## config.mk

```make
export PLATFORM = sky130hd
export DESIGN_NAME = csr_file
export DESIGN_NICKNAME = d
export VERILOG_FILES = /design/src/rtl/csr_file.sv
export SDC_FILE = /design/constraint.sdc
export NUM_CORES = 1
export LEC_CHECK = 0
export ABC_AREA = 1
export CAP_MARGIN = 20
export CELL_PAD_IN_SITES_DETAIL_PLACEMENT = 1
export CELL_PAD_IN_SITES_GLOBAL_PLACEMENT = 1
export CORE_UTILIZATION = 25
export DETAILED_ROUTE_END_ITERATION = 7
export PLACE_DENSITY_LB_ADDON = 0.3
export RECOVER_POWER = 50
export SETUP_SLACK_MARGIN = 0.02
export SLEW_MARGIN = 40
export SYNTH_ARGS = -nofsm -noshare
export SYNTH_HDL_FRONTEND = slang
export SYNTH_SLANG_ARGS = --single-unit
```

## constraint.sdc

```tcl
create_clock -name clk -period 31.1 [get_ports clk]
set_input_delay 4.665 -clock clk [delete_from_list [all_inputs] [get_ports clk]]
set_output_delay 4.665 -clock clk [all_outputs]
set_load 0.02 [all_outputs]
```

## src/rtl/csr_file.sv

```systemverilog
// ---------------------------------------------------------------------------
// csr_file
//   Machine-mode CSR register file that sits directly after the execute
//   stage. It takes execute's flopped CSR write-back, trap capture and retire
//   strobe, offers a combinational read port to decode, and hands mstatus,
//   mtvec and mepc back to execute for trap entry/return. It also owns the
//   64-bit mcycle/minstret counters.
//
// Ports
//   clk               clock, all state updates on the rising edge
//   reset             asynchronous, active-high reset
//   csr_rd_adr_i      CSR read address from decode
//   csr_rd_data_o     read data for csr_rd_adr_i (combinational from state)
//   csr_rd_illegal_o  high when csr_rd_adr_i is not an implemented CSR
//   csr_wbk_v_i       CSR write enable
//   csr_adr_i         CSR write address
//   csr_data_i        CSR write data
//   exception_i       trap taken this cycle
//   mcause_i          trap cause
//   mtval_i           trap value
//   mepc_i            faulting PC
//   core_mode_i       privilege mode before the trap
//   instret_i         one instruction retired this cycle
//   mstatus_q_o       current mstatus
//   mtvec_q_o         current mtvec
//   mepc_q_o          current mepc
//
// Handshake / timing: there is no valid/ready flow control. Every input is
// a single-cycle qualifier sampled on the rising edge; the result of a write,
// trap or counter increment on edge N is visible on every output after N.
// Reads never bypass a same-cycle write (execute forwards on its own).
// ---------------------------------------------------------------------------
module csr_file #(
  parameter int               XLEN      = 32,
  parameter logic [XLEN-1:0]  MTVEC_RST = 32'h0000_0000,
  parameter logic [XLEN-1:0]  MISA_VAL  = 32'h4000_0100,
  parameter logic [XLEN-1:0]  HART_ID   = 32'h0
) (
  input  logic            clk,
  input  logic            reset,
  input  logic [11:0]     csr_rd_adr_i,
  output logic [XLEN-1:0] csr_rd_data_o,
  output logic            csr_rd_illegal_o,
  input  logic            csr_wbk_v_i,
  input  logic [11:0]     csr_adr_i,
  input  logic [XLEN-1:0] csr_data_i,
  input  logic            exception_i,
  input  logic [XLEN-1:0] mcause_i,
  input  logic [XLEN-1:0] mtval_i,
  input  logic [XLEN-1:0] mepc_i,
  input  logic [1:0]      core_mode_i,
  input  logic            instret_i,
  output logic [XLEN-1:0] mstatus_q_o,
  output logic [XLEN-1:0] mtvec_q_o,
  output logic [XLEN-1:0] mepc_q_o
);

  // -------------------------------------------------------------------------
  // CSR addresses
  // -------------------------------------------------------------------------
  localparam logic [11:0] ADR_MSTATUS   = 12'h300;
  localparam logic [11:0] ADR_MISA      = 12'h301;
  localparam logic [11:0] ADR_MIE       = 12'h304;
  localparam logic [11:0] ADR_MTVEC     = 12'h305;
  localparam logic [11:0] ADR_MSCRATCH  = 12'h340;
  localparam logic [11:0] ADR_MEPC      = 12'h341;
  localparam logic [11:0] ADR_MCAUSE    = 12'h342;
  localparam logic [11:0] ADR_MTVAL     = 12'h343;
  localparam logic [11:0] ADR_MIP       = 12'h344;
  localparam logic [11:0] ADR_MCYCLE    = 12'hB00;
  localparam logic [11:0] ADR_MCYCLEH   = 12'hB80;
  localparam logic [11:0] ADR_MINSTRET  = 12'hB02;
  localparam logic [11:0] ADR_MINSTRETH = 12'hB82;
  localparam logic [11:0] ADR_CYCLE     = 12'hC00;
  localparam logic [11:0] ADR_CYCLEH    = 12'hC80;
  localparam logic [11:0] ADR_INSTRET   = 12'hC02;
  localparam logic [11:0] ADR_INSTRETH  = 12'hC82;
  localparam logic [11:0] ADR_MHARTID   = 12'hF14;

  // mstatus.MPP comes out of reset as machine mode.
  localparam logic [1:0]  MPP_RST = 2'b11;

  // -------------------------------------------------------------------------
  // Architectural state
  // -------------------------------------------------------------------------
  logic                   r_mstatus_mie;
  logic                   r_mstatus_mpie;
  logic [1:0]             r_mstatus_mpp;
  logic [XLEN-1:0]        r_mie;
  logic [XLEN-1:2]        r_mtvec;     // direct mode only, bits [1:0] are 0
  logic [XLEN-1:0]        r_mscratch;
  logic [XLEN-1:2]        r_mepc;      // always word aligned
  logic [XLEN-1:0]        r_mcause;
  logic [XLEN-1:0]        r_mtval;
  logic [2*XLEN-1:0]      r_mcycle;
  logic [2*XLEN-1:0]      r_minstret;

  // -------------------------------------------------------------------------
  // Write decode. A trap in the same cycle drops the CSR write completely,
  // including its effect on the counters.
  // -------------------------------------------------------------------------
  logic w_wr;
  logic w_wr_mstatus;
  logic w_wr_mie;
  logic w_wr_mtvec;
  logic w_wr_mscratch;
  logic w_wr_mepc;
  logic w_wr_mcause;
  logic w_wr_mtval;
  logic w_wr_mcycle_lo;
  logic w_wr_mcycle_hi;
  logic w_wr_minstret_lo;
  logic w_wr_minstret_hi;

  assign w_wr             = csr_wbk_v_i & ~exception_i;
  assign w_wr_mstatus     = w_wr & (csr_adr_i == ADR_MSTATUS);
  assign w_wr_mie         = w_wr & (csr_adr_i == ADR_MIE);
  assign w_wr_mtvec       = w_wr & (csr_adr_i == ADR_MTVEC);
  assign w_wr_mscratch    = w_wr & (csr_adr_i == ADR_MSCRATCH);
  assign w_wr_mepc        = w_wr & (csr_adr_i == ADR_MEPC);
  assign w_wr_mcause      = w_wr & (csr_adr_i == ADR_MCAUSE);
  assign w_wr_mtval       = w_wr & (csr_adr_i == ADR_MTVAL);
  assign w_wr_mcycle_lo   = w_wr & (csr_adr_i == ADR_MCYCLE);
  assign w_wr_mcycle_hi   = w_wr & (csr_adr_i == ADR_MCYCLEH);
  assign w_wr_minstret_lo = w_wr & (csr_adr_i == ADR_MINSTRET);
  assign w_wr_minstret_hi = w_wr & (csr_adr_i == ADR_MINSTRETH);

  // -------------------------------------------------------------------------
  // mstatus: trap entry stacks MIE into MPIE and records the previous mode.
  // mret arrives as an ordinary write of the restored value.
  // -------------------------------------------------------------------------
  always_ff @(posedge clk or posedge reset) begin
    if (reset) begin
      r_mstatus_mie  <= 1'b0;
      r_mstatus_mpie <= 1'b0;
      r_mstatus_mpp  <= MPP_RST;
    end else if (exception_i) begin
      r_mstatus_mie  <= 1'b0;
      r_mstatus_mpie <= r_mstatus_mie;
      r_mstatus_mpp  <= core_mode_i;
    end else if (w_wr_mstatus) begin
      r_mstatus_mie  <= csr_data_i[3];
      r_mstatus_mpie <= csr_data_i[7];
      r_mstatus_mpp  <= csr_data_i[12:11];
    end
  end

  // -------------------------------------------------------------------------
  // Trap capture registers (also software writable)
  // -------------------------------------------------------------------------
  always_ff @(posedge clk or posedge reset) begin
    if (reset) begin
      r_mepc   <= '0;
      r_mcause <= '0;
      r_mtval  <= '0;
    end else if (exception_i) begin
      r_mepc   <= mepc_i[XLEN-1:2];
      r_mcause <= mcause_i;
      r_mtval  <= mtval_i;
    end else begin
      if (w_wr_mepc)   r_mepc   <= csr_data_i[XLEN-1:2];
      if (w_wr_mcause) r_mcause <= csr_data_i;
      if (w_wr_mtval)  r_mtval  <= csr_data_i;
    end
  end

  // -------------------------------------------------------------------------
  // Plain software registers
  // -------------------------------------------------------------------------
  always_ff @(posedge clk or posedge reset) begin
    if (reset) begin
      r_mie      <= '0;
      r_mtvec    <= MTVEC_RST[XLEN-1:2];
      r_mscratch <= '0;
    end else begin
      if (w_wr_mie)      r_mie      <= csr_data_i;
      if (w_wr_mtvec)    r_mtvec    <= csr_data_i[XLEN-1:2];
      if (w_wr_mscratch) r_mscratch <= csr_data_i;
    end
  end

  // -------------------------------------------------------------------------
  // Counters: a write to either half replaces that half only and skips the
  // increment for that cycle; otherwise full 64-bit increment with silent
  // wrap.
  // -------------------------------------------------------------------------
  always_ff @(posedge clk or posedge reset) begin
    if (reset) begin
      r_mcycle <= '0;
    end else if (w_wr_mcycle_lo) begin
      r_mcycle[XLEN-1:0] <= csr_data_i;
    end else if (w_wr_mcycle_hi) begin
      r_mcycle[2*XLEN-1:XLEN] <= csr_data_i;
    end else begin
      r_mcycle <= r_mcycle + 1'b1;
    end
  end

  always_ff @(posedge clk or posedge reset) begin
    if (reset) begin
      r_minstret <= '0;
    end else if (w_wr_minstret_lo) begin
      r_minstret[XLEN-1:0] <= csr_data_i;
    end else if (w_wr_minstret_hi) begin
      r_minstret[2*XLEN-1:XLEN] <= csr_data_i;
    end else if (instret_i) begin
      r_minstret <= r_minstret + 1'b1;
    end
  end

  // -------------------------------------------------------------------------
  // Assembled register views
  // -------------------------------------------------------------------------
  logic [XLEN-1:0] w_mstatus;
  logic [XLEN-1:0] w_mtvec;
  logic [XLEN-1:0] w_mepc;

  // Only MPP[12:11], MPIE[7] and MIE[3] exist; the rest reads as zero.
  assign w_mstatus = {{(XLEN-13){1'b0}}, r_mstatus_mpp, 3'b000,
                      r_mstatus_mpie, 3'b000, r_mstatus_mie, 3'b000};
  assign w_mtvec   = {r_mtvec, 2'b00};
  assign w_mepc    = {r_mepc, 2'b00};

  assign mstatus_q_o = w_mstatus;
  assign mtvec_q_o   = w_mtvec;
  assign mepc_q_o    = w_mepc;

  // -------------------------------------------------------------------------
  // Read port: pure function of current state, no write bypass.
  // -------------------------------------------------------------------------
  logic [XLEN-1:0] w_rd_data;
  logic            w_rd_illegal;

  always_comb begin
    w_rd_data    = '0;
    w_rd_illegal = 1'b0;
    case (csr_rd_adr_i)
      ADR_MSTATUS:   w_rd_data = w_mstatus;
      ADR_MISA:      w_rd_data = MISA_VAL;
      ADR_MIE:       w_rd_data = r_mie;
      ADR_MTVEC:     w_rd_data = w_mtvec;
      ADR_MSCRATCH:  w_rd_data = r_mscratch;
      ADR_MEPC:      w_rd_data = w_mepc;
      ADR_MCAUSE:    w_rd_data = r_mcause;
      ADR_MTVAL:     w_rd_data = r_mtval;
      ADR_MIP:       w_rd_data = '0;
      ADR_MCYCLE,
      ADR_CYCLE:     w_rd_data = r_mcycle[XLEN-1:0];
      ADR_MCYCLEH,
      ADR_CYCLEH:    w_rd_data = r_mcycle[2*XLEN-1:XLEN];
      ADR_MINSTRET,
      ADR_INSTRET:   w_rd_data = r_minstret[XLEN-1:0];
      ADR_MINSTRETH,
      ADR_INSTRETH:  w_rd_data = r_minstret[2*XLEN-1:XLEN];
      ADR_MHARTID:   w_rd_data = HART_ID;
      default:       w_rd_illegal = 1'b1;
    endcase
  end

  assign csr_rd_data_o    = w_rd_data;
  assign csr_rd_illegal_o = w_rd_illegal;

endmodule

```

After elaboration in Yosys (flattened, before gate mapping)

Cells that the tools add are included.

$add $sub $neg: 2
Equal/unequal tests: 31
Muxes and demuxes: 21
Bitwise operators: 14
Reduce and logical (&&, ||, !) cells: 13

Operator list:

| operator                | number |
|---|---|
| $pmux W32 S12           | 1 |
| $mux W32                | 10 |
| $eq A12 B10 Y1 const B  | 16 |
| $eq A12 B12 Y1 const B  | 13 |
| $add A64 B1 Y64 const B | 2 |
| $mux W64                | 1 |
| $mux W30                | 2 |
| $reduce_or A18 Y1       | 1 |
| $and A1 B1 Y1           | 12 |
| $reduce_bool A2 Y1      | 6 |
| $reduce_or A2 Y1        | 4 |
| $mux W1                 | 5 |
| $mux W2                 | 2 |
| $ne A2 B2 Y1 const B    | 2 |
| $reduce_and A2 Y1       | 2 |
| $not A1 Y1              | 2 |

Flip-flop bits (word level): 320
Input port bits: 159
Output and inout port bits: 129
Logic and storage cells: 94

Depth between registers and ports, before layout

Gate-level depths: netlist of the first run.

Word-level depth: 5
Gate-level depth with buffers: 12

Worst setup path before layout of the first run

OpenSTA, ideal clock, no wires.

Kind: input to output
Start point: input csr_rd_adr_i[6]
End point: output csr_rd_data_o[0]
Data arrival time: 6.029 ns
Required time: 26.435 ns
Path slack: 20.406 ns
Stages: 9
Path buffers: 2
Cell sequence: nor2_1 nand2_1 inv_1 buf_2 buf_1 nand4_1 o21ai_0 nor2_1 a21oi_1

Cells in the longest elaborated chain, start to end: 3
Elaborated cells between the ends (all ways): 21
Classes of those cells: eq/ne: 16; mux: 1; reduce/logical: 4

RTL lines:

| element            | RTL line | text |
|---|---|---|
| start: declaration | 41       | `input logic [11:0] csr_rd_adr_i,` |
| $eq A12 B12 Y1     | 237      | `case (csr_rd_adr_i)` |
| $reduce_or A2 Y1   | 237      |  |
| $pmux W32 S12 (*)  | 237      |  |
| end: declaration   | 42       | `output logic [XLEN-1:0] csr_rd_data_o,` |

Mark *: on every way between the ends. The rest lies on a longest branch, timed or not.

==> results of run 1 <==
critical path: stages:
cell and delay (ns):
dlygate4sd3_1 0.54, clkinvlp_2 2.99, clkbuf_1 3.91, clkbuf_1 2.78
power groups by stage:
stage | Sequential [W] | Combinational [W] | Clock [W]
5_1_grt | 0.000480 | 0.000167 | 0.000531
4_1_cts | 0.000476 | 0.000154 | 0.000519
2_1_floorplan | 0.000475 | 0.0000806 | 0
3_3_place_gp | 0.000483 | 0.000151 | 0
6_report | 0.000477 | 0.000153 | 0.000512
3_5_place_dp | 0.000483 | 0.000153 | 0
worst max path at each step:
stage                     from                 endpoint  slack, ns  cells after the start
6_report                 reset    r_mie[31]$_DFFE_PP0P_      15.77                      4
5_1_grt                  reset   r_mepc[29]$_DFFE_PP0P_      14.02                      4
4_1_cts        csr_rd_adr_i[2]         csr_rd_data_o[8]      17.90                     10
3_5_place_dp   csr_rd_adr_i[2]         csr_rd_data_o[8]      17.91                     10
3_3_place_gp   csr_rd_adr_i[3]         csr_rd_data_o[8]      17.90                     10
2_1_floorplan            reset  r_mcause[0]$_DFFE_PP0P_      17.58                      1
cell type report:
class,instances,area [um^2]
clock inverters,14,143
multi-input cells,2381,10800
clock buffers,64,1280
inverters,311,1170
flip-flops and latches,320,8010
well taps,1070,1340
diodes,2,5.00
fillers,10300,56300
repair buffers,286,2770
layout by cell type (no fill, tap or decap), drive strengths merged, types with 2 or more instances in the layout:
master            n
a21o              3
a21oi            82
and2              3
buf              29
clkbuf           69
clkdlybuf4s50   209
clkinv           12
clkinvlp          2
conb             32
dfrtp           318
dfstp             2
diode             2
dlygate4sd3      43
ha                2
inv             310
nand2          1186
nand3           205
nand3b            5
nand4            51
nor2            401
nor3             11
o211ai          145
o21ai           147
o221ai           10
o22ai            46
xnor2            12
xor2             36
through the flow:
step	hold WS [ns]	util	total power (W)
floorplan	0.444	-	0.000556
global placement	0.458	0.295	0.000633
detailed placement	0.464	0.295	0.000636
CTS	0.478	0.313	0.00115
global route	0.490	0.312	0.00118
finish	0.475	0.312	0.00114
state kept, by name (all words and copies together), names as in the netlist:
| signal | cells |
|---|---|
| r_mie | 32 |
| r_mcycle | 64 |
| r_mstatus_mpie | 1 |
| r_mstatus_mie | 1 |
| r_mtval | 32 |
| r_mtvec | 30 |
| r_mstatus_mpp | 2 |
| r_mcause | 32 |
| r_mepc | 30 |
| r_minstret | 64 |
| r_mscratch | 32 |
per-layer routing:
| metal | vias up | global-route usage | share of wire |
|---|---|---|---|
| met4 | 6 | 0.0691 | 0.026 |
| met2 | 718 | 0.420 | 0.46 |
| met1 | 11300 | 0.363 | 0.46 |
| li1 | 10400 | - | - |
| met3 | 137 | 0.0333 | 0.055 |
| met5 | - | 0 | 0.00034 |
kinds of logic (layout without fill, tap and decap cells):
family                   Yosys count  in the layout  share of synthesized area
AO/OA/AOI/OAI                    435            435                      0.128
XOR/XNOR                          48             48                     0.0204
adder cells (fa/ha/maj)            2              2                    0.00121
buffers and inverters            468            675                     0.0967
flip-flops                       320            320                      0.388
other                              1             34                   0.000182
AND/OR/NAND/NOR                 1864           1864                      0.365
==> results.cfg, run 1 <==
[outcome]
status = complete, but fails checks
failed_checks = capacitance limit, slew limit

[timing]
min_period_ns = 15.33
rsz0062_at_grt = false
setup_viol = 0
clock.fmax_mhz = 65.2
slew_headroom = -2.72
finalHoldViolCount = 0
finalWorstSetupSlack_ns = 15.77
drv_slew = 455
period_share = 0.493
tns_ns = 0
skew_ns = 0.0324
worst_pin_slew_ns = 5.58

[logic_synthesis]
yosys_warnings = 0
yosys-top-cells-count = nand2_1, nor2_1, dfrtp_1, inv_1, nand3_1
synth_top_area_cell = dfrtp_1
netlist_top_cells_area = dfrtp_1, nand2_1, nor2_1
synthCells = 3138
yosysMostFrequentCell = nand2_1
synth_area_um2 = 20600
async_flop_share = 1.00
syn_area_per_cell_um2 = 6.58
synth-seq-cells = 320
synth_edf_count = 0
synth_ff_type = dfrtp_1
ys_seq_area_frac = 0.388
yosysTopAreaCellShare = 0.386
ys_types = 40

[worst_hold_path]
holdPathStages = 2
worstHoldPathType = reg2reg
min_to = r_mscratch[26]$_DFFE_PP0P_
hold_start = r_mscratch[26]$_DFFE_PP0P_

[place]
place_area_um2 = 24200
placed_cells = 4368
dpl.hpwl_mm = 82.5
io_buffers = 253
place.gp.congestion = 0.952
pre_cts_slack_ns = 17.91

[clocking]
cts_sinks = 320
cts_buffers = 43
path_clk_slew_ns = 0.06
cts_resized = 0
cts_tree = built
cts_hold_buf = 0
cts_buffer_depth = 3
ctsRootBufferMaster = clkbuf_16
h-tree-depth = 2
post_cts_buffers = 0
clkLatencyLatePin_ns = 0.61

[setup_path]
crit_type = in2async
worstReg2RegStart = r_minstret[5]$_DFFE_PP0P_
arrival_ns = 15.19
endpoint_kind = asynchronous set/reset pin
r2r_slack_ns = 28.60
r2r_end = r_minstret[47]$_DFFE_PP0P_
worstRegToRegCells = 11
crit_fanout = 108
required_ns = 30.96
startpoint_type = input port

[power_and_ir_drop]
power.switching_w = 0.000350
seqPwrFrac = 0.418
peakVddDrop_uv = 30.5
power_density_nw_per_um2 = 44.6
p_sw_frac = 0.306
pwr-share-clk = 0.448
leakage_nw = 11.6
combPwrFrac = 0.134
intPower_w = 0.000792

[drt]
postRouteAntennaNets = 0
drt_iter0_drc = 1873
wl_per_cell_um = 24.6
drt-total-wl_mm = 109
drt_first_pass_iters = 5
vias = 22600
viasPerCell = 5.07
drc = 0

[global_route]
grt_pass1_wl_mm = 159
grt_pass1_vias = 22600
track_usage = 0.260
grt_overflow_total = 0
antenna_found_initial = 5
grt_max_degree = 109

[cells_and_area]
synthToLayoutAreaGrowth_pct = 23.8
design_area_um2 = 25600
drive_gt1_frac = 0.0435
final_cells = 4448
layout.nets = 3504

[job]
cap_violations = 7

[floorplan]
fp.dieH_um = 289
die_area_um2 = 83700
ios = 288
core_um2 = 81800
rows = 105
chipWidth_um = 289
start_util = 0.252
Power figures use the tool's default switching activity.
==> run 2: changes to the inputs <==
==> constraint.sdc (replaced) <==
create_clock -name clk -period 12.36 [get_ports clk]
set_input_delay 1.854 -clock clk [delete_from_list [all_inputs] [get_ports clk]]
set_output_delay 1.854 -clock clk [all_outputs]
set_load 0.02 [all_outputs]
==> run 2 against run 1 <==
  * The run still ends with capacitance limit, slew limit left
  * Core utilization fell by 0.063 points
  * Final area down 0.20%
  * Worst hold slack improved by 0.00096 ns
  * First-iteration DRC count fell by 7.6%
  * Highest routed layer is now met4
  * Sequential cell count unchanged
  * Die area unchanged
  * Sequential share of layout area rose by 0.063 points
==> results.cfg, run 2 (synthesis results as in run 1) <==
[clocking]
cts_hold_buf = 0
path_clk_slew_ns = 0.06
ctsRootBufferMaster = clkbuf_16
post_cts_buffers = 0
cts_sinks = 320
cts_buffers = 43
cts_buffer_depth = 3
cts_resized = 0
h-tree-depth = 2
clkLatencyLatePin_ns = 0.59
cts_tree = built

[setup_path]
required_ns = 12.68
endpoint_kind = flip-flop
crit_type = in2reg
crit_fanout = 64
arrival_ns = 9.69
r2r_slack_ns = 9.79
startpoint_type = input port

[timing]
clock.fmax_mhz = 107
slew_headroom = -2.68
finalHoldViolCount = 0
drv_slew = 411
rsz0062_at_grt = false
worst_pin_slew_ns = 5.48
period_share = 0.758
min_period_ns = 9.37
skew_ns = 0.0170
whs_ns = 0.476
tns_ns = 0
setup_viol = 0

[drt]
postRouteAntennaNets = 0
drt_iter0_drc = 1730
viasPerCell = 5.10
vias = 22700
drt_first_pass_iters = 6
drt-total-wl_mm = 110
drc = 0
wl_per_cell_um = 24.8

[place]
placed_cells = 4371
io_buffers = 253
dpl.hpwl_mm = 83.9
place_area_um2 = 24200
place.gp.congestion = 0.972

[floorplan]
fp.dieH_um = 289
core_um2 = 81800
chipWidth_um = 289
start_util = 0.252
rows = 105
ios = 288
die_area_um2 = 83700

[outcome]
failed_checks = capacitance limit, slew limit
status = complete, but fails checks

[cells_and_area]
reg_top3 = r_mcycle (64), r_minstret (64)
synthToLayoutAreaGrowth_pct = 23.6
final_cell_mix = nand2_1, nor2_1, dfrtp_1
mostFrequentLayoutCell = nand2_1
drive_gt1_frac = 0.0421
layout.nets = 3507
final_cells = 4442
nFillCells = 10300
design_area_um2 = 25500
regArea_um2 = 8010
multi_input_area_um2 = 10900

[global_route]
grt_max_degree = 108
track_usage = 0.262
antenna_found_initial = 6
grt_overflow_total = 0
grt_pass1_vias = 22900
grt_pass1_wl_mm = 160

[power_and_ir_drop]
leakage_nw = 11.6
peakVddDrop_uv = 84.0
power_density_nw_per_um2 = 111

[job]
cap_violations = 7

[worst_hold_path]
worstHoldPathType = reg2reg
run 2: per-stage QoR:
step	setup slack (ns)	utilization	total power, W
after detailed placement	4.67	0.296	0.00160
after global routing	2.69	0.312	0.00292
after global placement	4.51	0.295	0.00160
after CTS	4.66	0.312	0.00285
after floorplan	1.65	-	0.00140
final	2.99	0.312	0.00283
run 2: cell type report:
| class | instances | share of cell area |
|---|---|---|
| clock buffer | 56 | 0.0461 |
| inverter | 311 | 0.0460 |
| multi-input combinational | 2381 | 0.425 |
| clock inverter | 13 | 0.00535 |
| sequential | 320 | 0.314 |
| antenna | 2 | 0.000196 |
| tap | 1070 | 0.0525 |
| timing repair buffer | 289 | 0.111 |
run 2: power breakdown:
part           internal [W]  switching [W]  leakage [nW]
logic              0.000133       0.000254          6.68
registers           0.00112      0.0000851          4.24
clock network      0.000707       0.000531         0.649
run 2: per-layer routing:
metal  GRT usage  up-vias  part of all wire
met5           0        -                 0
met4      0.0817        0             0.031
met3      0.0398      149             0.063
met2       0.416      770              0.45
met1       0.364    11300              0.45
li1            -    10400                 -
run 2: critical path, cell delays in order:
cell and delay [ns]:
clkbuf_1 1.63, clkinvlp_2 2.70, nand2_1 0.68, nor3b_1 0.16, nand3_2 0.10, clkbuf_1 2.18, o21ai_0 0.33
run 2: path summary, 6_finish.rpt:
path                                             from                         end  depth (start not counted)
max reg2reg                   r_mcycle[0]$_DFFE_PP0P_    r_mcycle[29]$_DFFE_PP0P_                          9
max in group asynchronous                       reset    r_mcause[22]$_DFFE_PP0P_                          4
min reg2reg                r_mscratch[20]$_DFFE_PP0P_  r_mscratch[20]$_DFFE_PP0P_                          2
min                        r_mscratch[20]$_DFFE_PP0P_  r_mscratch[20]$_DFFE_PP0P_                          2
max                                       exception_i       r_mie[12]$_DFFE_PP0P_                          7
min in group asynchronous                       reset     r_mcause[2]$_DFFE_PP0P_                          2
==> run 3: changes to the inputs <==
==> constraint.sdc (replaced) <==
create_clock -name clk -period 8.4 [get_ports clk]
set_input_delay 1.26 -clock clk [delete_from_list [all_inputs] [get_ports clk]]
set_output_delay 1.26 -clock clk [all_outputs]
set_load 0.02 [all_outputs]
==> run 3 against run 2 <==
  * The run still ends with capacitance limit, slew limit left
  * Critical endpoint is now r_mtval[23]$_DFFE_PP0P_
  * Non-clock buffer count grew 9
  * Sequential cell count is the same
  * Critical path type is now in2async
  * Total power grew 47%
  * Highest routed layer is now met5
  * Final area grew 0.26%
  * Cell count grew 0.27%
  * Via count shrank 0.98%
==> results.cfg, run 3 (synthesis results as in run 1) <==
[clocking]
cts_tree = built
h-tree-depth = 2
cts_resized = 0
clkLatencyLatePin_ns = 0.59
ctsRootBufferMaster = clkbuf_16
cts_hold_buf = 0
path_clk_slew_ns = 0.06
cts_sinks = 320
cts_buffer_depth = 3
cts_buffers = 41
post_cts_buffers = 0

[floorplan]
chipWidth_um = 289
die_area_um2 = 83700
fp.dieH_um = 289
ios = 288
start_util = 0.252
rows = 105
core_um2 = 81800

[job]
cap_violations = 7

[timing]
rsz0062_at_grt = false
drv_slew = 362
worst_pin_slew_ns = 4.40
period_share = 0.774
skew_ns = 0.0229
finalHoldViolCount = 0
min_period_ns = 6.51
tns_ns = 0
slew_headroom = -1.93
setup_viol = 0
clock.fmax_mhz = 154

[cells_and_area]
layout.nets = 3514
final_cell_mix = nand2_1, nor2_1, dfrtp_1
utilization = 0.312
nFillCells = 10300
mostFrequentLayoutCell = nand2_1
synthToLayoutAreaGrowth_pct = 23.9
reg_top3 = r_mcycle (64), r_minstret (64)
drive_gt1_frac = 0.0441

[worst_hold_path]
hold_start = r_mscratch[31]$_DFFE_PP0P_
worstHoldPathType = reg2reg

[setup_path]
startpoint_type = input port
worstReg2RegStart = r_mcycle[0]$_DFFE_PP0P_
arrival_ns = 6.77
crit_fanout = 65
endpoint_kind = asynchronous set/reset pin
crit_type = in2async
required_ns = 8.67
r2r_slack_ns = 5.71
cp-startpoint = reset

[power_and_ir_drop]
leakage_nw = 11.5
power_density_nw_per_um2 = 162
peakVddDrop_uv = 90.4

[global_route]
grt_overflow_total = 0
grt_pass1_vias = 22700
grt_max_degree = 79
grt_pass1_wl_mm = 157
track_usage = 0.256
antenna_found_initial = 2

[outcome]
failed_checks = capacitance limit, slew limit
status = complete, but fails checks

[drt]
drt_iter0_drc = 1761
viasPerCell = 5.04
drt_first_pass_iters = 5
wl_per_cell_um = 24.2
drt-total-wl_mm = 108
vias = 22400
drc = 0
postRouteAntennaNets = 0

[place]
place.gp.congestion = 0.975
io_buffers = 253
dpl.hpwl_mm = 83.4
## run 3: cell count changes in the layout (fill, tap and decap cells not counted), moves of 2 or more
cell             delta
clkbuf_8            +5
nand3_1             +2
buf_4               +8
clkdlybuf4s50_1    +64
dlygate4sd3_1      -64
nand3_4             -2
## run 3: through the flow
| step | instance area (um^2) | power, W | instances | hold slack [ns] | setup WS [ns] |
|---|---|---|---|---|---|
| final | 25600 | 0.00415 | 4454 | 0.474 | 1.89 |
| after detailed placement | 24300 | 0.00235 | 4380 | 0.462 | 2.33 |
| after floorplan | 20800 | 0.00206 | 3169 | 0.444 | 2.87 |
| after global placement | 24200 | 0.00234 | 4377 | 0.458 | 2.00 |
| after global routing | 25600 | 0.00429 | 4452 | 0.502 | 1.09 |
| after CTS | 25600 | 0.00419 | 4452 | 0.476 | 2.32 |
## run 3: critical path, stage by stage
cell,delay [ns]
dlygate4sd3_1,0.55
clkinvlp_2,0.13
clkbuf_1,3.07
clkbuf_1,1.61
## run 3: layout make-up
| type | instances | area, um^2 | share of cell area |
|---|---|---|---|
| Antenna cell | 2 | 5.00 | 0.000196 |
| Multi-Input combinational cell | 2381 | 10800 | 0.423 |
| Timing Repair Buffer | 298 | 2890 | 0.113 |
| Sequential cell | 320 | 8010 | 0.313 |
| Clock buffer | 59 | 1210 | 0.0475 |
| Clock inverter | 13 | 134 | 0.00523 |
| Inverter | 311 | 1170 | 0.0458 |
| Tap cell | 1070 | 1340 | 0.0523 |
## run 3: worst paths after layout
check                                              to  cells after the start
setup / recovery              r_mtval[23]$_DFFE_PP0P_                      4
hold / removal             r_mscratch[31]$_DFFE_PP0P_                      2
setup reg to reg             r_mcycle[29]$_DFFE_PP0P_                      9
hold reg to reg            r_mscratch[31]$_DFFE_PP0P_                      2
max in group clk                    csr_rd_data_o[16]                     10
min in group asynchronous        r_mie[6]$_DFFE_PP0P_                      3
## run 3: power by group
group | internal [W] | switching [W] | leakage, nW | total, W
combinational | 0.000202 | 0.000354 | 6.58 | 0.000555
sequential | 0.00164 | 0.000129 | 4.24 | 0.00177
clock | 0.00107 | 0.000760 | 0.673 | 0.00183
## run 3: per-layer routing
metal	track usage	wire length [um]	part of all wire
met1	0.350	49000	0.46
met2	0.421	50300	0.47
met3	0.0317	5270	0.049
met4	0.0743	3020	0.028
met5	0	9	0.000084
